$ cat src/rtl/pipe_acc_pkg.sv
// Shared constants, accumulator state encoding and frame-result layout
// for the per-frame statistics accumulator.
package pipe_acc_pkg;

    localparam int unsigned DATA_W    = 16;
    localparam int unsigned FRAME_LEN = 8;
    localparam int unsigned ACC_W     = 19;
    localparam int unsigned ID_W      = 8;
    localparam int unsigned LEN_W     = $clog2(FRAME_LEN) + 1;

    typedef enum logic [0:0] {
        IDLE  = 1'b0,
        ACCUM = 1'b1
    } acc_state_e;

    typedef struct packed {
        logic [ACC_W-1:0]  sum;
        logic [DATA_W-1:0] max;
        logic [DATA_W-1:0] min;
        logic [LEN_W-1:0]  len;
        logic [ID_W-1:0]   id;
    } frame_res_t;

endpackage

$ cat src/rtl/pipe_frame_stats.sv
// Running sum/max/min/count of the open frame; the _c outputs show the
// frame including this cycle's accepted sample, used when a frame closes.
module pipe_frame_stats
    import pipe_acc_pkg::*;
#(
    parameter int unsigned P_DATA_W = DATA_W,
    parameter int unsigned P_ACC_W  = ACC_W,
    parameter int unsigned P_LEN_W  = LEN_W
) (
    input  logic                clk,
    input  logic                reset,
    input  logic                i_acc,
    input  logic                i_first,
    input  logic                i_clear,
    input  logic [P_DATA_W-1:0] i_data,
    output logic [P_LEN_W-1:0]  o_cnt,
    output logic [P_ACC_W-1:0]  o_sum_c,
    output logic [P_DATA_W-1:0] o_max_c,
    output logic [P_DATA_W-1:0] o_min_c,
    output logic [P_LEN_W-1:0]  o_cnt_c
);

    logic [P_ACC_W-1:0]  r_sum;
    logic [P_DATA_W-1:0] r_max;
    logic [P_DATA_W-1:0] r_min;
    logic [P_LEN_W-1:0]  r_cnt;

    logic [P_ACC_W-1:0]  w_sum;
    logic [P_DATA_W-1:0] w_max;
    logic [P_DATA_W-1:0] w_min;
    logic [P_LEN_W-1:0]  w_cnt;

    // Load on the first sample of a frame, otherwise fold the sample in.
    always_comb begin
        w_sum = r_sum;
        w_max = r_max;
        w_min = r_min;
        w_cnt = r_cnt;
        if (i_acc) begin
            if (i_first) begin
                w_sum = P_ACC_W'(i_data);
                w_max = i_data;
                w_min = i_data;
                w_cnt = P_LEN_W'(1);
            end else begin
                w_sum = r_sum + P_ACC_W'(i_data);
                w_max = (i_data > r_max) ? i_data : r_max;
                w_min = (i_data < r_min) ? i_data : r_min;
                w_cnt = r_cnt + P_LEN_W'(1);
            end
        end
    end

    always_ff @(posedge clk) begin
        if (reset || i_clear) begin
            r_sum <= '0;
            r_max <= '0;
            r_min <= '0;
            r_cnt <= '0;
        end else if (i_acc) begin
            r_sum <= w_sum;
            r_max <= w_max;
            r_min <= w_min;
            r_cnt <= w_cnt;
        end
    end

    assign o_cnt   = r_cnt;
    assign o_sum_c = w_sum;
    assign o_max_c = w_max;
    assign o_min_c = w_min;
    assign o_cnt_c = w_cnt;

endmodule

$ cat src/rtl/pipe_frame_acc.sv
// Groups the product stream into frames and emits per-frame sum/max/min/len/id
// through a one-entry valid/ready output register; flush closes a partial frame.
module pipe_frame_acc
    import pipe_acc_pkg::*;
#(
    parameter int unsigned P_DATA_W    = DATA_W,
    parameter int unsigned P_FRAME_LEN = FRAME_LEN,
    parameter int unsigned P_ACC_W     = ACC_W,
    parameter int unsigned P_ID_W      = ID_W,
    parameter int unsigned P_LEN_W     = $clog2(P_FRAME_LEN) + 1
) (
    input  logic                clk,
    input  logic                reset,
    input  logic                in_valid,
    input  logic [P_DATA_W-1:0] in_data,
    output logic                in_ready,
    input  logic                flush,
    output logic                out_valid,
    input  logic                out_ready,
    output logic [P_ACC_W-1:0]  out_sum,
    output logic [P_DATA_W-1:0] out_max,
    output logic [P_DATA_W-1:0] out_min,
    output logic [P_LEN_W-1:0]  out_len,
    output logic [P_ID_W-1:0]   out_id
);

    acc_state_e r_state;
    acc_state_e w_state_nxt;

    logic                r_flush_pend;
    logic                r_out_valid;
    logic [P_ACC_W-1:0]  r_out_sum;
    logic [P_DATA_W-1:0] r_out_max;
    logic [P_DATA_W-1:0] r_out_min;
    logic [P_LEN_W-1:0]  r_out_len;
    logic [P_ID_W-1:0]   r_out_id;
    logic [P_ID_W-1:0]   r_next_id;

    logic                w_in_ready;
    logic                w_accept;
    logic                w_pop;
    logic                w_slot_free;
    logic                w_has_data;
    logic                w_full_close;
    logic                w_close;
    logic                w_pend_set;
    logic [P_LEN_W-1:0]  w_cnt;
    logic [P_ACC_W-1:0]  w_sum_c;
    logic [P_DATA_W-1:0] w_max_c;
    logic [P_DATA_W-1:0] w_min_c;
    logic [P_LEN_W-1:0]  w_cnt_c;

    pipe_frame_stats #(
        .P_DATA_W (P_DATA_W),
        .P_ACC_W  (P_ACC_W),
        .P_LEN_W  (P_LEN_W)
    ) u_stats (
        .clk     (clk),
        .reset   (reset),
        .i_acc   (w_accept),
        .i_first (r_state == IDLE),
        .i_clear (w_close),
        .i_data  (in_data),
        .o_cnt   (w_cnt),
        .o_sum_c (w_sum_c),
        .o_max_c (w_max_c),
        .o_min_c (w_min_c),
        .o_cnt_c (w_cnt_c)
    );

    // Stall only when the next sample would complete a frame that has nowhere to go.
    assign w_in_ready  = ~reset & ~(r_out_valid & (w_cnt == P_LEN_W'(P_FRAME_LEN - 1)));
    assign w_accept    = in_valid & w_in_ready;
    assign w_pop       = r_out_valid & out_ready;
    assign w_slot_free = ~r_out_valid | out_ready;
    assign w_has_data  = (w_cnt_c != '0);
    assign w_full_close = w_accept & (w_cnt_c == P_LEN_W'(P_FRAME_LEN));
    assign w_close     = w_full_close | ((flush | r_flush_pend) & w_has_data & w_slot_free);
    assign w_pend_set  = flush & w_has_data & ~w_slot_free;

    always_ff @(posedge clk) begin
        if (reset) begin
            r_state <= IDLE;
        end else begin
            r_state <= w_state_nxt;
        end
    end

    always_comb begin
        w_state_nxt = r_state;
        case (r_state)
            IDLE:    if (w_accept && !w_close) w_state_nxt = ACCUM;
            ACCUM:   if (w_close)              w_state_nxt = IDLE;
            default: w_state_nxt = IDLE;
        endcase
    end

    always_ff @(posedge clk) begin
        if (reset) begin
            r_flush_pend <= 1'b0;
        end else if (w_close) begin
            r_flush_pend <= 1'b0;
        end else if (w_pend_set) begin
            r_flush_pend <= 1'b1;
        end
    end

    // Output slot: a closing frame may reload it in the same cycle it is popped.
    always_ff @(posedge clk) begin
        if (reset) begin
            r_out_valid <= 1'b0;
            r_out_sum   <= '0;
            r_out_max   <= '0;
            r_out_min   <= '0;
            r_out_len   <= '0;
            r_out_id    <= '0;
            r_next_id   <= '0;
        end else if (w_close) begin
            r_out_valid <= 1'b1;
            r_out_sum   <= w_sum_c;
            r_out_max   <= w_max_c;
            r_out_min   <= w_min_c;
            r_out_len   <= w_cnt_c;
            r_out_id    <= r_next_id;
            r_next_id   <= r_next_id + P_ID_W'(1);
        end else if (w_pop) begin
            r_out_valid <= 1'b0;
        end
    end

    assign in_ready  = w_in_ready;
    assign out_valid = r_out_valid;
    assign out_sum   = r_out_sum;
    assign out_max   = r_out_max;
    assign out_min   = r_out_min;
    assign out_len   = r_out_len;
    assign out_id    = r_out_id;

endmodule

$ cat config.mk
export PLATFORM = sky130hd
export DESIGN_NAME = pipe_frame_acc
export DESIGN_NICKNAME = d
export VERILOG_FILES = /design/src/rtl/pipe_acc_pkg.sv /design/src/rtl/pipe_frame_stats.sv /design/src/rtl/pipe_frame_acc.sv
export SDC_FILE = /design/constraint.sdc
export NUM_CORES = 1
export LEC_CHECK = 0
export BUFFER_PORTS_ARGS = -buffer_cell sky130_fd_sc_hd__buf_2
export CAP_MARGIN = 20
export CORE_MARGIN = 2
export CORE_UTILIZATION = 45
export CTS_BUF_LIST = sky130_fd_sc_hd__clkbuf_4
export CTS_CLUSTER_SIZE = 30
export DETAILED_ROUTE_END_ITERATION = 16
export GPL_TIMING_DRIVEN = 1
export PLACE_DENSITY = 0.75
export SLEW_MARGIN = 15
export SYNTH_ARGS = -nofsm -noshare
export SYNTH_HDL_FRONTEND = slang
export SYNTH_SLANG_ARGS = --single-unit
$ cat constraint.sdc
create_clock -name clk -period 3.4 [get_ports clk]
set_input_delay 0.68 -clock clk [delete_from_list [all_inputs] [get_ports clk]]
set_output_delay 0.68 -clock clk [all_outputs]
set_load 0.02 [all_outputs]
==> results of run 1 <==
-- logic make-up (layout without fill, tap and decap cells) --
kind of cell / after synthesis / in the layout / synth area share (%)
adders and majority gates: 50 / 50 / 9.627
xor gates and xnor gates: 15 / 15 / 1.998
buffers and inverters: 90 / 174 / 5.499
DFF: 129 / 129 / 39.27
muxes: 20 / 20 / 3.082
AOI/OAI and AO/OA: 243 / 243 / 22.87
and+or+nand+nor: 249 / 249 / 17.66
-- final cells by class --
| cell class | count | area (um2) |
|---|---|---|
| Multi-Input combinational cell | 577 | 3647 |
| Tap cell | 184 | 230.2 |
| Clock buffer | 18 | 135.1 |
| Inverter | 41 | 153.9 |
| Clock inverter | 14 | 211.5 |
| Sequential cell | 129 | 2582 |
| Timing Repair Buffer | 101 | 545.5 |
| Fill cell | 1394 | 6918 |
-- final timing paths --
kind	depth (start not counted)	slack, ns	start	endpoint
min	3	0.41	flush	r_flush_pend
max reg2reg	9	0.46	u_stats.o_cnt[0]	out_min[11]
max	9	0.46	u_stats.o_cnt[0]	out_min[11]
min reg2reg	2	0.46	out_id[0]	out_id[0]
-- per-stage QoR --
stage,cells,setup slack (ns)
2_1_floorplan,796,0.5719
3_3_place_gp,1032,0.3243
3_5_place_dp,1032,0.2886
4_1_cts,1064,0.4607
5_1_grt,1064,0.1321
6_report,1064,0.4556
-- sequential cells by signal (all words and copies together), names as in the netlist --
register	cells
r_state	1
u_stats.r_min	16
r_flush_pend	1
u_stats.r_sum	19
u_stats.o_cnt	4
out_len	4
u_stats.r_max	16
out_id	8
out_max	16
out_sum	19
r_next_id	8
out_min	16
out_valid	1
-- tightest hold or removal path, cell delays in order --
cell       delay, ns
buf_2           0.11
o2111ai_1       0.07
a21oi_1         0.07
-- cells in the final DEF, fill, tap and decap left out, types with 3 or more instances in the layout --
cell type	count
a211o_1	5
a211oi_1	8
a21boi_0	3
a21o_1	15
a21oi_1	90
a221oi_1	4
a22oi_1	4
a31oi_1	19
a41oi_1	3
and2_1	6
and3_1	14
buf_2	85
buf_4	16
bufinv_16	5
clkbuf_4	18
clkinv_1	3
dfxtp_1	129
ha_1	49
inv_1	41
mux2i_1	18
nand2_1	86
nand2b_1	3
nand3_1	13
nand4_1	16
nor2_1	75
nor2b_1	5
nor3_1	12
nor3b_1	3
o2111ai_1	3
o211ai_1	7
o21a_1	5
o21ai_0	57
o31ai_1	3
xnor2_1	6
xor2_1	9
-- routing by layer --
metal  GRT usage (%)  vias to the layer above  routed length [um]
met3           5.112                       27                 711
met2           33.53                      150                7517
li1                -                     2995                   -
met4           7.320                        0                 356
met5               0                        -                   0
met1           30.30                     2776                8235
-- power by group --
part / switching, mW / internal, mW
Combinational: 0.393 / 0.217
Clock: 0.603 / 0.664
Sequential: 0.0472 / 1.59
Total: 1.04 / 2.47
==> flow_summary.yaml, run 1 <==
run_status:
  outcome: "complete, no violations"
synthesis:
  post-synth-top-count-cell: "dfxtp_1"
  seq_area_frac_synth_pct: 39.27
  synth_nets: 867
  synth_top_area_share_pct: 39.27
  ys_top_cells_by_area: "dfxtp_1 39%, ha_1 9.3%, a21oi_1 6.8%"
  synth_edf_count: 0
  synthFlopType: "dfxtp_1"
  async_flop_share_pct: 0
  ys_seq_elements: 129
  synth_cells: 796
  avgSynthCellArea_um2: 8.262
  synth_area_mm2: 0.006576
  ys_types: 61
  yosysTopAreaCell: "dfxtp_1"
  ys_top_cells_by_count: "129 x dfxtp_1, 90 x a21oi_1, 86 x nand2_1, 75 x nor2_1, 57 x o21ai_0"
  ys_warn_count: 0
power:
  p_per_area_mw_per_mm2: 468.2
  p_leak_nw: 3.140
  power_mw: 3.514
  vdd_drop_max_v: 0.0002294
job:
  cap_violations: 0
timing:
  finClkSkew_ns: 0.01628
  rsz0062_at_grt: "no"
  slew_headroom_pct: 37.57
  maxSlewViolCount: 0
  setup_viol: 0
  timing.final.crit_share_pct: 86.60
  hold_viol_final: 0
  fin_setup_tns_ns: 0
  fmax_mhz: 339.6
  fin_crit_ns: 2.944
  timing.hold.ws_ns: 0.4071
  worst_pin_slew_ns: 0.9365
placement:
  place_congestion: 0.8744
  hpwlAfterDp_mm: 11.45
  io_buffers: 85
  placed_area_mm2: 0.007159
drt:
  drt-total-wl_mm: 16.82
  via_per_inst: 5.590
  routedWlPerCell_um: 15.81
  drt_iter0_drc: 332
  antenna_left: 0
  drc: 0
  via_count: 5948
  drtPass1Iterations: 5
worst_setup_path:
  crit_type: "flop to flop"
  slowest_delay_ns: 0.77
  cp_slowest_cell: "a31o_4"
  cp_cell_sequence: "ha_1 -> nand4b_1 -> nand3_1 -> buf_4 -> nor3_1 -> a31o_4 -> buf_4 -> o21ai_0 -> a21oi_1"
  cp.required_ns: 3.90
  crit_top_cell: "buf_4"
  cp-start-kind: "flop"
  critPathTopFamily: "compound AO/OA/AOI/OAI gates"
  crit_fanout: 91
  worstPathArrival_ns: 3.45
  path_buf_inv: 2
  endpoint_kind: "flop"
grt:
  grt_max_degree: 92
  antenna_found_initial: 0
  grt_usage_pct: 21.84
  grt_pass1_wl_mm: 27.88
  overflow: 0
  grt_pass1_vias: 5593
cells_and_area:
  diodes: 0
  layout-drive-gt1-share_pct: 15.91
  area_growth_pct: 14.14
  fin_util_pct: 52.04
  nets: 938
  finalInstanceArea_mm2: 0.007506
clock_network:
  numClockSinks: 129
  numCtsBuffers: 17
  cts-root-buf: "clkbuf_4"
  cts_max_path_buffers: 2
  cts_resized: 0
  cts_max_level: 4
  cts_tree: "done"
  cts_hold_buf: 0
  post_cts_buffers: 0
  clkLatencyLatePin_ns: 0.58
  clkSlewWorstSetupHoldPaths_ns: 0.11
die:
  ios: 86
  die_area_mm2: 0.01560
  initial_core_util_pct: 45.59
  dieWidth_um: 124.9
  rows: 44
  dieHeight_um: 124.9
  design.core.area_mm2: 0.01442
worst_hold_path:
  hp-class: "input port to flop"
No activity file was read; power rests on OpenSTA's default activity.
==> run 2: changes to the inputs <==
Settings changed: BUFFER_PORTS_ARGS -buffer_cell sky130_fd_sc_hd__buf_2 to not set, DONT_BUFFER_PORTS set to 1, PLACE_DENSITY 0.75 to 0.72.
Clock period 3.4 ns to 2.5 ns, I/O delays scaled along.
==> flow_summary.yaml, run 2 (synthesis gave the netlist of run 1 again) <==
drt:
  drt_iter0_drc: 340
  wl_met3_mm: 1.128
  highest_layer: "met4"
  via_per_inst: 5.868
  met1_length_mm: 7.799
  via_count: 5927
  drc: 0
  drtPass1Iterations: 5
  drt-total-wl_mm: 17.45
  routed-wl-met2_mm: 8.205
  antenna_left: 0
  routedWlPerCell_um: 17.28
worst_setup_path:
  endpoint_kind: "flop"
  cp.required_ns: 2.97
  r2r-start: "u_stats.r_min[13]"
  cp-start-kind: "flop"
  crit_type: "flop to flop"
  startpoint: "u_stats.r_min[13]"
  worstPathArrival_ns: 2.95
  rr_worst_depth: 10
  crit_fanout: 11
timing:
  rsz0062_at_grt: "yes"
  fmax_mhz: 402.8
  maxSlewViolCount: 0
  worst_pin_slew_ns: 1.082
  setup_viol: 0
  hold_viol_final: 0
  fin_ws_ns: 0.01726
  fin_crit_ns: 2.483
  timing.final.crit_share_pct: 99.31
  finClkSkew_ns: 0.02106
  slew_headroom_pct: 27.65
cells_and_area:
  layout-drive-gt1-share_pct: 14.29
  nets: 885
  mostFrequentLayoutCells: "125 x dfxtp_1, 86 x a21oi_1, 86 x nand2_1, 74 x nor2_1, 57 x o21ai_0"
  finalInstanceArea_mm2: 0.007522
  diodes: 0
  layout_commonest_cell: "dfxtp_1"
  fill_cells: 1404
  area_growth_pct: 14.38
clock_network:
  cts_tree: "done"
  clkSlewWorstSetupHoldPaths_ns: 0.11
  clkLatencyLatePin_ns: 0.58
  numCtsBuffers: 17
  cts_max_path_buffers: 2
  cts-root-buf: "clkbuf_4"
  numClockSinks: 129
  cts_max_level: 4
run_status:
  outcome: "complete, no violations"
worst_hold_path:
  hold-path-cell-count: 2
  hp-class: "input port to flop"
  holdCritStartpoint: "in_data[1]"
job:
  cap_violations: 0
power:
  p_leak_nw: 2.874
  vdd_drop_max_v: 0.0003818
  p_per_area_mw_per_mm2: 620.7
die:
  design.core.area_mm2: 0.01442
  dieHeight_um: 124.9
  dieWidth_um: 124.9
  ios: 86
  rows: 44
  die_area_mm2: 0.01560
  initial_core_util_pct: 45.59
placement:
  placed_area_mm2: 0.007019
  io_buffers: 0
  place_ws_ns: -0.1221
  place_congestion: 0.9254
  hpwlAfterDp_mm: 12.04
grt:
  grt_usage_pct: 21.90
  grt_max_degree: 47
  overflow: 0
  grt_pass1_wl_mm: 27.80
  grt_pass1_vias: 5459
  antenna_found_initial: 0
-- run 2: changes by cell type in the layout (fill, tap and decap cells not counted), moves of 5 or more --
| cell | before | now |
|---|---|---|
| buf_2 | 85 | 0 |
| mux2i_1 | 18 | 5 |
| mux2i_2 | 0 | 10 |
| buf_12 | 0 | 5 |
| buf_4 | 16 | 40 |
-- run 2: metal layers --
layer	global-route usage, %	vias to the layer above
li1	-	2893
met5	0	-
met2	35.39	163
met1	28.08	2841
met4	6.405	0
met3	7.045	30
-- run 2: power breakdown --
| group | internal, mW | leakage, nW | total, mW | switching (mW) |
|---|---|---|---|---|
| combinational | 0.318 | 1.66 | 0.748 | 0.430 |
| clock | 0.813 | 0.160 | 1.60 | 0.791 |
| sequential | 2.16 | 1.05 | 2.32 | 0.155 |
| total | 3.29 | 2.87 | 4.67 | 1.38 |
-- run 2: cell type report --
cell class	instances	area (um2)	share of cell area [%]
inverter	41	153.9	2.046
sequential	129	2587	34.40
timing repair buffer	47	425.4	5.655
multi-input combinational	578	3811	50.67
tap	184	230.2	3.061
clock buffer	20	150.1	1.996
clock inverter	11	163.9	2.179
-- run 2: final timing paths --
kind	end	slack [ns]
setup / recovery	out_min[13]	0.02
hold / removal	u_stats.r_max[1]	0.07
setup reg to reg	out_min[13]	0.02
hold reg to reg	r_flush_pend	0.46
-- run 2: stage by stage --
step                util [%]  power (mW)  TNS (ns)  hold WS [ns]  instances
floorplan                  -       2.842   -0.6068        0.4259        796
global placement       48.66       3.041  -0.06249        0.4372        975
detailed placement     48.66       3.055   -0.8356        0.4458        975
CTS                    50.91       4.656         0       0.03435       1007
global route           52.15       4.889   -0.8038       0.04063       1010
finish                 52.15       4.669         0       0.07247       1010
-- run 2: what timing repair did --
item,in CTS,in global routing
hold endpoints to repair,27,0
endpoints found under the setup margin,1,38
gates cloned,0,1
hold buffers,1,0
resized for setup,1,38
buffers inserted,0,2
pin swaps,0,7
-- run 2: critical path: stages, from the launching register on --
cell and delay [ns]:
dfxtp_2 0.37, inv_2 0.04, ha_4 0.21, a21o_1 0.17, a21oi_2 0.12, and2b_1 0.18
or4_4 0.54, a21oi_4 0.21, buf_12 0.19, mux2i_2 0.26, a21oi_1 0.09
==> run 3: changes to the inputs <==
Settings changed: CTS_BUF_LIST sky130_fd_sc_hd__clkbuf_4 to sky130_fd_sc_hd__clkbuf_2, MAX_ROUTING_LAYER set to met4.
==> flow_summary.yaml, run 3 (synthesis gave the netlist of run 1 again) <==
run_status:
  outcome: "complete, no violations"
timing:
  fin_crit_ns: 2.474
  fin_ws_ns: 0.02644
  fin_setup_tns_ns: 0
  hold_viol_final: 0
  slew_headroom_pct: 62.87
  worst_pin_slew_ns: 0.5570
  timing.final.crit_share_pct: 98.94
  fmax_mhz: 404.3
  finClkSkew_ns: 0.03041
  rsz0062_at_grt: "yes"
  maxSlewViolCount: 0
  timing.hold.ws_ns: 0.05978
  setup_viol: 0
worst_hold_path:
  hp-class: "input port to flop"
clock_network:
  post_cts_buffers: 0
  clkSlewWorstSetupHoldPaths_ns: 0.19
  clkLatencyLatePin_ns: 0.72
  numClockSinks: 129
  cts-root-buf: "clkbuf_2"
  cts_max_path_buffers: 2
  cts_tree: "done"
  cts_max_level: 4
  numCtsBuffers: 17
grt:
  overflow: 0
  antenna_found_initial: 0
  grt_pass1_wl_mm: 28.30
  grt_usage_pct: 23.07
  grt_max_degree: 50
  grt_pass1_vias: 5468
worst_setup_path:
  cp_cell_sequence: "inv_1 -> ha_1 -> a2111oi_4 -> nor4_1 -> or4_4 -> a21oi_4 -> buf_12 -> mux2i_1 -> a21oi_1"
  endpoint_kind: "flop"
  crit_type: "flop to flop"
  cp-start-kind: "flop"
  cp_slowest_cell: "or4_4"
  worstPathArrival_ns: 3.07
  cp.required_ns: 3.10
  crit_fanout: 11
  slowest_delay_ns: 0.43
drt:
  via_per_inst: 5.829
  drtPass1Iterations: 5
  drt-total-wl_mm: 17.75
  routedWlPerCell_um: 17.39
  antenna_left: 0
  drt_iter0_drc: 408
  via_count: 5951
  drc: 0
die:
  rows: 44
  dieWidth_um: 124.9
  dieHeight_um: 124.9
  ios: 86
  design.core.area_mm2: 0.01442
  die_area_mm2: 0.01560
  initial_core_util_pct: 45.59
power:
  power_mw: 4.142
  p_leak_nw: 2.894
  p_per_area_mw_per_mm2: 556.0
  vdd_drop_max_v: 0.0002690
placement:
  place_congestion: 0.9526
  hpwlAfterDp_mm: 11.90
  placed_area_mm2: 0.007004
  place_ws_ns: -0.07061
  io_buffers: 0
cells_and_area:
  area_growth_pct: 13.30
  diodes: 0
  layout_commonest_cell: "dfxtp_1"
  mostFrequentLayoutCells: "126 x dfxtp_1, 88 x a21oi_1, 86 x nand2_1, 75 x nor2_1, 57 x o21ai_0"
  nets: 899
  finalInstanceArea_mm2: 0.007451
  layout-drive-gt1-share_pct: 11.59
job:
  cap_violations: 0
-- run 3: cell types whose count changed in the layout (fill, tap and decap cells not counted), moves of 7 or more --
cell           before  now
clkbuf_2            0   18
clkbuf_4           20    0
dlygate4sd3_1       1   18
mux2i_1             5   12
mux2i_2            10    3
-- run 3: per-stage QoR --
step | util [%] | cells
2_1_floorplan | - | 796
3_3_place_gp | 48.56 | 973
3_5_place_dp | 48.56 | 973
4_1_cts | 51.01 | 1020
5_1_grt | 51.66 | 1021
6_report | 51.66 | 1021
-- run 3: worst paths after layout --
kind                                  startpoint          endpoint  slack, ns  cells after the start
worst max register to register  u_stats.r_min[1]        out_min[8]       0.03                      9
worst max-delay path            u_stats.r_min[1]        out_min[8]       0.03                      9
worst min register to register      r_flush_pend      r_flush_pend       0.47                      2
worst min-delay path                  in_data[3]  u_stats.r_sum[3]       0.06                      2
-- run 3: final cells by class --
type | instances | area [um2]
clock buffer | 18 | 90.09
clock inverter | 10 | 73.82
fill | 1329 | 6973
inverter | 41 | 153.9
multi-input combinational | 578 | 3750
sequential | 129 | 2586
tap | 184 | 230.2
timing repair buffer | 61 | 566.8
-- run 3: repair_timing --
action | 4_1_cts | 5_1_grt
hold endpoints to repair | 98 | 0
setup endpoints to repair | 0 | 53
hold buffers | 19 | 0
gates resized for setup | 0 | 23
-- run 3: routing by layer --
layer,vias to the layer above,share of wire [%],GRT usage (%)
met4,0,1.6,6.863
met1,2812,46,30.93
met5,-,0,-
li1,2924,-,-
met3,24,7.4,5.971
met2,191,45,34.43
-- run 3: worst max-delay path: cells and delay by family (launching register included) --
kind | cells | cell delay [ns]
adders and majority gates | 1 | 0.30
buffers and inverters | 2 | 0.23
AOI/OAI and AO/OA | 3 | 0.64
DFF | 1 | 0.38
muxes | 1 | 0.26
and+or+nand+nor | 2 | 0.52
-- run 3: power by group --
part	leakage [nW]	total, mW	internal (mW)	switching [mW]
combinational	1.73	0.762	0.323	0.439
sequential	1.05	2.32	2.17	0.155
clock	0.113	1.06	0.321	0.738
